## config.mk

```make
export PLATFORM = sky130hd
export DESIGN_NAME = prio_irq_encoder
export DESIGN_NICKNAME = d
export VERILOG_FILES = /design/src/rtl/prio_irq_encoder.sv
export SDC_FILE = /design/constraint.sdc
export NUM_CORES = 1
export LEC_CHECK = 0
export BUFFER_PORTS_ARGS = -buffer_cell sky130_fd_sc_hd__buf_2
export CELL_PAD_IN_SITES_DETAIL_PLACEMENT = 1
export CELL_PAD_IN_SITES_GLOBAL_PLACEMENT = 1
export CORE_ASPECT_RATIO = 0.8
export CORE_MARGIN = 1
export CORE_UTILIZATION = 37
export CTS_CLUSTER_DIAMETER = 200
export DETAILED_ROUTE_END_ITERATION = 10
export HOLD_SLACK_MARGIN = 0.02
export PLACE_DENSITY_LB_ADDON = 0.08
export SKIP_CTS_REPAIR_TIMING = 1
export SLEW_MARGIN = 30
export SYNTH_ARGS = -nofsm -noshare
export SYNTH_HDL_FRONTEND = slang
export SYNTH_SLANG_ARGS = --single-unit
```

## constraint.sdc

```tcl
create_clock -name clk -period 3.1 [get_ports clk]
set_input_delay 0 -clock clk [delete_from_list [all_inputs] [get_ports clk]]
set_output_delay 0 -clock clk [all_outputs]
set_load 0.05 [all_outputs]
```

## src/rtl/prio_irq_encoder.sv

```systemverilog
// prio_irq_encoder: edge-captured, masked, registered priority encoder with valid/ready output (optional PRIO_IRQ_OVERFLOW_EN)
module prio_irq_encoder #(
  parameter int N = 8,
  localparam int W = $clog2(N)
) (
  input  logic         clk,
  input  logic         rst,
  input  logic [N-1:0] req,
  input  logic [N-1:0] mask,
  input  logic         ready,
  output logic         valid,
  output logic [W-1:0] idx,
  output logic [N-1:0] pending,
  output logic         overflow
);
  typedef enum logic {IDLE, PRESENT} state_t;
  state_t state, state_n;
  logic [N-1:0] req_d, rise, clr, c;
  logic [W-1:0] idx_n, hi;
  logic acc;
  assign rise = req & ~req_d;
  assign acc = (state == PRESENT) & ready;
  assign clr = acc ? (N'(1) << idx) : '0;
  assign c = pending & mask;
  assign valid = state == PRESENT;
  // highest set index of the candidate vector; line N-1 wins
  always_comb begin
    hi = '0;
    for (int i = 0; i < N; i++) if (c[i]) hi = W'(i);
  end
  // next state: latch the winner in IDLE, hold it in PRESENT until accepted
  always_comb begin
    state_n = state;
    idx_n = idx;
    if (state == IDLE) begin
      state_n = |c ? PRESENT : IDLE;
      idx_n = |c ? hi : idx;
    end else begin
      state_n = ready ? IDLE : PRESENT;
    end
  end
  // state, index, edge history and sticky pending bits (a new edge beats a same-cycle clear)
  always_ff @(posedge clk) begin
    if (rst) begin
      state <= IDLE;
      idx <= '0;
      req_d <= '0;
      pending <= '0;
    end else begin
      state <= state_n;
      idx <= idx_n;
      req_d <= req;
      pending <= (pending & ~clr) | rise;
    end
  end
`ifdef PRIO_IRQ_OVERFLOW_EN
  // sticky flag for an edge landing on a still-pending, not-being-accepted line
  always_ff @(posedge clk) begin
    if (rst) overflow <= 1'b0;
    else if (|(rise & pending & ~clr)) overflow <= 1'b1;
  end
`else
  assign overflow = 1'b0;
`endif
endmodule

```

# Word level (Yosys, flattened, before mapping)
# Cells that the tools add are included.
# Widths: inputs -> output; s select.
# op_classes
n_mux	11
add_sub_neg	0
n_reduce_logical	2
order_cmp	0
n_eq_ne	0
div	0
mul	0
n_bitwise	8
n_shift	1
# op_table
cell	count
$and 8x8->8	3
$not 8->8	2
$mux 3	4
$mux 8	1
$or 8x8->8	1
$reduce_or 8->1	1
$shl 1x3->8 const A	1
$mux 1	4
$mux 2	2
$reduce_and 2->1	1
$and 1x1->1	1
$not 1->1	1
# totals
inputBits	19
mem_count	0
mem_bits_ro	0
out_inout_bits	13
latchBits	0
regBits	20
ramBits	0

# Depth between registers and ports, before layout
# Gate-level depths: netlist of run 1.
# logic_depth
word_depth	8
mapped_depth	4
mapped_depth_nobuf	4

# Least setup slack after synthesis of run 1
# Ideal clock, no wire load.
# synth_path
path_type	flip-flop to flip-flop
from	register pending[1]
to	register idx[1]
t_required_ps	3009
path_stages_with_launch	5
period_less_slack_ps	1493
setup_ps	91
path_slack_ps	1607
arrival_ps	1402
cell_sequence	dfxtp_1 > a22oi_2 > a41oi_4 > nor2_1 > a311oi_1
# synth_between
elab_chain_cells	3
# synth_rtl
element	line	rtl
from (decl)	13	output logic [N-1:0] pending,
from (signal assigned)	53	pending <= (pending & ~clr) | rise;
$and 8x8->8	24	assign c = pending & mask;
$reduce_or 8->1	37	idx_n = |c ? hi : idx;
$reduce_and 2->1 (no line)	n/a	
to (signal assigned)	51	idx <= idx_n;
to (decl)	12	output logic [W-1:0] idx,
# No other way between the ends.
# A chain may end at the register's enable or synchronous reset.

# Worst setup path after layout of run 1
# layout_path
from	register pending[3]
to	register idx[2]
# Same word-level chain as after synthesis.

==> results.cfg, run 1 <==
[status]
status = finished clean

[synthesis]
seq_area_frac_synth = 0.479
synth_area_um2 = 836
ys_warn_count = 0
synthCells = 83
avgSynthCellArea_um2 = 10.1
synthTopCellsByArea = dfxtp_1, nand2b_1, nor2b_1, a22oi_4, a21oi_1
synth_nets = 102
ys_ff_latch = 20
synth_top_area_cell = dfxtp_1
ys_types = 23
synth_top_cell_area_share = 0.479

[worst_hold_path]
hold_path.class = in -> reg
hold_path_depth = 4

[global_route]
antenna_found_initial = 0
grt_pass1_wl_mm = 3.39
grt_pass1_vias = 754
grt_overflow = 0
grt_max_degree = 21
track_usage = 0.201

[clock_network]
clk_pin_slew_ns = 0.12
clkLatencyLatePin_ns = 0.31
cts_buffer_depth = 2
root_buffer = clkbuf_4
h-tree-depth = 1
cts_sinks = 20
cts_buffers = 3
cts_tree = built

[critical_path]
r2r-end = idx[2]
critPathCaptureType = register
criticalPathCategory = reg -> reg
cp.buffers_inverters = 0
worstPathArrival_ns = 1.49
cpMaxStageDelayCell = dfxtp_1
crit_chain = a22oi_2, a41oi_4, nand2b_1, a21oi_2
r2r_cells = 4
crit_path_end = idx[2]
reg2reg_slack_ns = 1.87
r2r_start = pending[3]
critical-path-top-delay-family = compound AO/OA/AOI/OAI gates
path_max_fanout = 5
slowest_delay_ns = 0.38
critPathRequiredTime_ns = 3.35
cp-startpoint = pending[3]
start_kind = register
cp.depth = 4

[floorplanning]
rows = 14
core_area_um2 = 2000
die_w_um = 55.1
die_y_um = 44.5
initial_core_util = 0.419
ios = 32
die-area_um2 = 2450

[detailed_routing]
routed_wl_mm = 2.18
first_pass_iters = 3
vias = 760
drc = 0
final_antenna_net_count = 0
avgRoutedWirePerCell_um = 14.8
via_per_inst = 5.17
drt-initial-drc-count = 7

[timing]
hold_viol_final = 0
rsz0062_at_grt = false
drv_slew = 0
final.period_utilization = 0.398
finalSetupTns_ns = 0
max_freq_mhz = 810
period_needed_ns = 1.23
skew_ns = 0.00108
layout_setup_ws_ns = 1.87
setup_viol = 0

[cells_and_area]
nFillCells = 234
multi_input_area_um2 = 420
ff_latch_area_um2 = 400
nets = 143
layout.cells.non_filler = 147
diodes = 0
area_delta_synth_final_pct = 36.8
drive_gt1_frac = 0.325

[power]
ir_worst_vdd_mv = 0.472
p_leak_nw = 0.502
p_per_area_nw_per_um2 = 599

[placement]
place_worst_setup_slack_ns = 1.93
io_buffers = 30
gp_congestion = 0.746
dp_cells = 134
dp_hpwl_mm = 1.53

[run]
cap_violations = 0
==> cells in the mapped netlist <==
| cell | n |
|---|---|
| a211oi_1 | 2 |
| a21o_1 | 1 |
| a21oi_1 | 8 |
| a21oi_2 | 1 |
| a22oi_2 | 2 |
| a22oi_4 | 2 |
| a311oi_1 | 1 |
| a31oi_1 | 1 |
| a32o_1 | 2 |
| a41oi_4 | 1 |
| buf_4 | 1 |
| clkbuf_1 | 2 |
| conb_1 | 1 |
| dfxtp_1 | 20 |
| nand2_1 | 4 |
| nand2b_1 | 12 |
| nand3_1 | 1 |
| nand3b_1 | 1 |
| nand4_1 | 1 |
| nor2_1 | 3 |
| nor2b_1 | 8 |
| o21ai_0 | 6 |
| o31ai_1 | 2 |
==> cell families after synthesis <==
| logic type | synth area share |
|---|---|
| AO/OA/AOI/OAI | 0.295 |
| other | 0.00449 |
| AND/OR/NAND/NOR | 0.204 |
| flip-flops | 0.479 |
| buffers and inverters | 0.0180 |
==> power breakdown <==
group | switching (W) | internal, W | total [W]
clock network | 0.0000856 | 0.000131 | 0.000216
logic | 0.000104 | 0.0000588 | 0.000163
registers | 0.0000273 | 0.000278 | 0.000305
==> cell usage in the layout (no fill, tap or decap), types with 3 or more instances in the layout <==
cell type / count
a21oi_1: 8
buf_2: 30
clkbuf_4: 3
dfxtp_1: 20
dlygate4sd3_1: 9
nand2_1: 4
nand2b_1: 12
nor2_1: 3
nor2b_1: 8
o21ai_0: 6
==> registers in the layout (all words and copies together), names as in the netlist <==
signal,flops
valid,1
req_d,8
pending,8
idx,3
==> tightest hold or removal path, stage by stage <==
cell	delay, ns
buf_2	0.12
a22oi_4	0.08
nand2b_1	0.08
a311oi_1	0.08
==> worst min-delay path by stage <==
| stage | start | endpoint | slack (ns) |
|---|---|---|---|
| final | mask[5] | idx[1] | 0.08 |
| after detailed placement | req[0] | req_d[0] | 0.23 |
| after global placement | req[3] | req_d[3] | 0.23 |
| after floorplan | ready | valid | 0.1 |
| after CTS | ready | valid | -0.10 |
| after global routing | mask[5] | idx[1] | 0.09 |
==> layer usage <==
layer	vias up	part of all wire	track usage
met3	6	0.052	0.0756
met2	21	0.47	0.328
met1	354	0.47	0.246
met4	0	0.012	0.0550
li1	379	-	-
met5	-	0	0
==> metrics by stage <==
stage / total power [W] / cell area, um2 / utilization / hold WS [ns]
detailed placement: 0.000464 / 1000 / 0.501 / 0.233
CTS: 0.000682 / 1050 / 0.528 / -0.100
global route: 0.000719 / 1140 / 0.573 / 0.0927
finish: 0.000685 / 1140 / 0.573 / 0.0759
global placement: 0.000461 / 1000 / 0.501 / 0.229
floorplan: 0.000418 / 836 / - / 0.0992
==> final cells by class <==
type                       instances  share of cell area
sequential                        20               0.350
clock inverter                     1              0.0263
clock buffer                       3              0.0197
multi-input combinational         60               0.368
timing repair buffer              39               0.210
tap                               24              0.0263
Note: power is estimated with default switching activity, not from simulation.
==> run 2: changes to the inputs <==
--- a/config.mk
+++ b/config.mk
@@ -10,7 +10,7 @@
 export CELL_PAD_IN_SITES_GLOBAL_PLACEMENT = 1
 export CORE_ASPECT_RATIO = 0.8
 export CORE_MARGIN = 1
-export CORE_UTILIZATION = 37
+export CORE_UTILIZATION = 34
 export CTS_CLUSTER_DIAMETER = 200
 export DETAILED_ROUTE_END_ITERATION = 10
 export HOLD_SLACK_MARGIN = 0.02
==> constraint.sdc (replaced) <==
create_clock -name clk -period 1.29 [get_ports clk]
set_input_delay 0 -clock clk [delete_from_list [all_inputs] [get_ports clk]]
set_output_delay 0 -clock clk [all_outputs]
set_load 0.05 [all_outputs]
==> run 2 against run 1 <==
Against the previous run: the run now ends with design-rule violations left; fmax up 3.4%; clock-buffer cell count increased by 1; critical path depth stayed put; critical endpoint unchanged; register-to-register slack worse by 1.8 ns; die area grew 8.4%; combinational power rose by 140%; largest power group unchanged; final cell count rose by 0.68%; clock skew rose by 0.0025 ns; wire length shrank 4.6%.
==> results.cfg, run 2 (synthesized netlist as in run 1, its figures left out) <==
[detailed_routing]
first_pass_iters = 7
via_per_inst = 5.20
wl_met3_um = 100
wl_met1_um = 978
drc = 1
vias = 770
routed.top_layer = met4
routed_wl_mm = 2.08
drt-initial-drc-count = 18
final_antenna_net_count = 0
wl_met2_um = 983
avgRoutedWirePerCell_um = 14.0

[floorplanning]
ios = 32
die_w_um = 57.4
core_area_um2 = 2230
die-area_um2 = 2660
die_y_um = 46.3
initial_core_util = 0.374
rows = 15

[timing]
drv_slew = 0
hold_viol_final = 0
finalSetupTns_ns = 0
skew_ns = 0.00363
rsz0062_at_grt = false
max_freq_mhz = 838
period_needed_ns = 1.19
setup_viol = 0
hold_ws_ns = 0.0839
final.period_utilization = 0.925

[worst_hold_path]
hold_start = rst
hold_path.class = in -> reg

[cells_and_area]
layout.cells.non_filler = 148
drive_gt1_frac = 0.398
layout_commonest_cell = buf_2
stdcell_area_um2 = 1140
area_delta_synth_final_pct = 36.4
reg_top3 = pending: 8 flops, req_d: 8 flops, idx: 3 flops
diodes = 0
layout_common_cells = buf_2, nand2b_1, dfxtp_1
nets = 143

[clock_network]
cts_buffer_depth = 2
cts_buffers = 3
clkLatencyLatePin_ns = 0.30
h-tree-depth = 1
cts_sinks = 20
cts_tree = built
root_buffer = clkbuf_4
clk_pin_slew_ns = 0.11

[placement]
gp_congestion = 0.843
dp_hpwl_mm = 1.51
post_dp_cell_area_um2 = 1010
io_buffers = 30
dp_cells = 135

[status]
violations = design-rule violations
status = complete, but fails checks

[power]
p_per_area_nw_per_um2 = 1310
p_leak_nw = 0.497
ir_worst_vdd_mv = 0.739

[critical_path]
r2r_start = pending[3]
worstPathArrival_ns = 1.44
start_kind = register
cp-startpoint = pending[3]
critPathCaptureType = register
criticalPathCategory = reg -> reg
path_max_fanout = 5
critPathRequiredTime_ns = 1.53

[global_route]
grt_pass1_wl_mm = 3.11
grt_max_degree = 21
grt_pass1_vias = 683
track_usage = 0.163
grt_overflow = 0
antenna_found_initial = 0

[run]
cap_violations = 0
run 2: cell count changes in the layout (fill, tap and decap cells not counted):
cell       before  now
dfxtp_2         0    9
clkbuf_8        0    1
bufinv_16       1    0
dfxtp_1        20   11
run 2: power breakdown:
group	internal, W	switching [W]
clock network	0.000172	0.000190
registers	0.000674	0.0000609
logic	0.000142	0.000253
run 2: metrics by stage:
stage | worst slack, ns | utilization | power, W
2_1_floorplan | 0.0102 | - | 0.00101
3_3_place_gp | 0.189 | 0.454 | 0.00112
3_5_place_dp | 0.145 | 0.454 | 0.00112
4_1_cts | 0.0866 | 0.470 | 0.00149
5_1_grt | 0.0269 | 0.510 | 0.00156
6_report | 0.0968 | 0.510 | 0.00149
run 2: critical path: stages, from the launching register on:
cell      delay [ns]
dfxtp_2         0.35
a22oi_2         0.27
a41oi_4         0.18
nand2b_1        0.20
a21oi_2         0.13
run 2: layer usage:
layer | track usage | up-vias
met2 | 0.279 | 23
met5 | 0 | -
li1 | - | 377
met4 | 0.0439 | 0
met3 | 0.0590 | 2
met1 | 0.195 | 368
run 2: final timing paths:
kind                endpoint  slack, ns  cells past startpoint
hold / removal        idx[2]       0.08                      2
setup reg to reg      idx[2]        0.1                      4
setup / recovery      idx[2]        0.1                      4
hold reg to reg   pending[6]       0.49                      2
run 2: area by class of cell:
| class | instances | area (um2) |
|---|---|---|
| fill | 264 | 1090 |
| multi-input combinational | 60 | 420 |
| sequential | 20 | 412 |
| timing repair buffer | 39 | 240 |
| clock buffer | 4 | 36.3 |
| tap | 25 | 31.3 |
==> run 3: changes to the inputs <==
==> constraint.sdc (replaced) <==
create_clock -name clk -period 1.29 [get_ports clk]
set_input_delay 0.258 -clock clk [delete_from_list [all_inputs] [get_ports clk]]
set_output_delay 0.258 -clock clk [all_outputs]
set_load 0.05 [all_outputs]
==> run 3 against run 2 <==
Against the previous run: the run still ends with design-rule violations left; power increased by 8.8%; non-clock buffer count decreased by 9; worst setup slack got worse by 0.031 ns; hold slack improved by 0.059 ns; clock-buffer cell count decreased by 1; core utilization decreased by 2.7 points; critical path depth decreased by 3; first-iteration DRC count unchanged; sequential power about the same.
==> results.cfg, run 3 (synthesized netlist as in run 1, its figures left out) <==
[status]
status = complete, but fails checks
violations = design-rule violations

[floorplanning]
die_w_um = 57.4
rows = 15
core_area_um2 = 2230
die-area_um2 = 2660
ios = 32
die_y_um = 46.3
initial_core_util = 0.374

[timing]
skew_ns = 0.00256
final.period_utilization = 0.949
rsz0062_at_grt = false
hold_viol_final = 0
drv_slew = 0
setup_viol = 0
period_needed_ns = 1.22
max_freq_mhz = 817

[global_route]
antenna_found_initial = 0
grt_pass1_wl_mm = 3.00
track_usage = 0.160
grt_max_degree = 21
grt_overflow = 0
grt_pass1_vias = 690

[clock_network]
cts_tree = built
root_buffer = clkbuf_4
cts_buffers = 3
cts_buffer_depth = 2
clkLatencyLatePin_ns = 0.30
h-tree-depth = 1
clk_pin_slew_ns = 0.11
cts_sinks = 20

[placement]
io_buffers = 30
gp_congestion = 0.745
dp_hpwl_mm = 1.49
post_dp_cell_area_um2 = 1010

[run]
cap_violations = 0

[detailed_routing]
via_per_inst = 5.19
drt-initial-drc-count = 18
vias = 721
avgRoutedWirePerCell_um = 13.3
drc = 1
routed_wl_mm = 1.85
first_pass_iters = 7
final_antenna_net_count = 0

[worst_hold_path]
hold_path.class = in -> reg

[cells_and_area]
drive_gt1_frac = 0.447
nFillCells = 261
stdcell_area_um2 = 1080
area_delta_synth_final_pct = 29.0
layout_commonest_cell = buf_2
diodes = 0
reg_top3 = pending: 8 flops, req_d: 8 flops, idx: 3 flops
nets = 134
layout_common_cells = buf_2, nand2b_1, dfxtp_2

[critical_path]
critPathCaptureType = output pin
critical-path-top-delay-family = flip-flops
crit_chain = buf_2
path_max_fanout = 4
slowest_delay_ns = 0.39
criticalPathCategory = reg -> out
start_kind = register
critPathRequiredTime_ns = 1.03
worstPathArrival_ns = 0.97
cpMaxStageDelayCell = dfxtp_2
cp.buffers_inverters = 1

[power]
total_power_w = 0.00162
p_leak_nw = 0.467
p_per_area_nw_per_um2 = 1500
ir_worst_vdd_mv = 0.697
## run 3: changes by cell type in the layout (fill, tap and decap cells not counted)
cell	change
dfxtp_2	+2
dfxtp_1	-2
clkbuf_4	+3
buf_4	+1
bufinv_16	+1
buf_2	-4
dlygate4sd3_1	-9
clkbuf_8	-1
## run 3: final cells by class
type                       instances  area, um2  share of cell area
tap                               25       31.3              0.0290
multi-input combinational         60        420               0.390
clock inverter                     1       30.0              0.0278
sequential                        20        414               0.384
timing repair buffer              30        160               0.148
clock buffer                       3       22.5              0.0209
## run 3: final timing paths
kind	startpoint	to	slack [ns]	depth (start not counted)
min reg2reg	req_d[6]	pending[6]	0.48	2
max reg2reg	pending[3]	idx[2]	0.13	4
min	ready	valid	0.14	2
max	pending[5]	pending[5]	0.07	1
## run 3: metal layers
layer	vias up	global-route usage	part of all wire
met5	-	0	0
met4	0	0.0585	0.012
met3	4	0.0618	0.050
met2	18	0.270	0.48
met1	341	0.187	0.46
li1	358	-	-
## run 3: power breakdown
| part | leakage (nW) | internal, W | switching, W |
|---|---|---|---|
| logic | 0.270 | 0.000132 | 0.000244 |
| clock network | 0.0279 | 0.000314 | 0.000198 |
| registers | 0.169 | 0.000676 | 0.0000586 |
## run 3: worst reg2reg max path: cells and delay by family (launching register included)
family           cells  cell delay, ns
AO/OA/AOI/OAI        3            0.56
flip-flops           1            0.35
AND/OR/NAND/NOR      1            0.19
## run 3: metrics by stage
stage / setup slack, ns / hold slack [ns] / std cells / utilization / setup TNS (ns)
6_report: 0.0662 / 0.143 / 139 / 0.483 / 0
5_1_grt: 0.0107 / 0.138 / 139 / 0.483 / 0
4_1_cts: -0.0543 / 0.138 / 139 / 0.477 / -0.107
3_5_place_dp: 0.112 / 0.471 / 135 / 0.454 / 0
3_3_place_gp: 0.123 / 0.465 / 135 / 0.454 / 0
2_1_floorplan: 0.0102 / 0.350 / 83 / - / 0
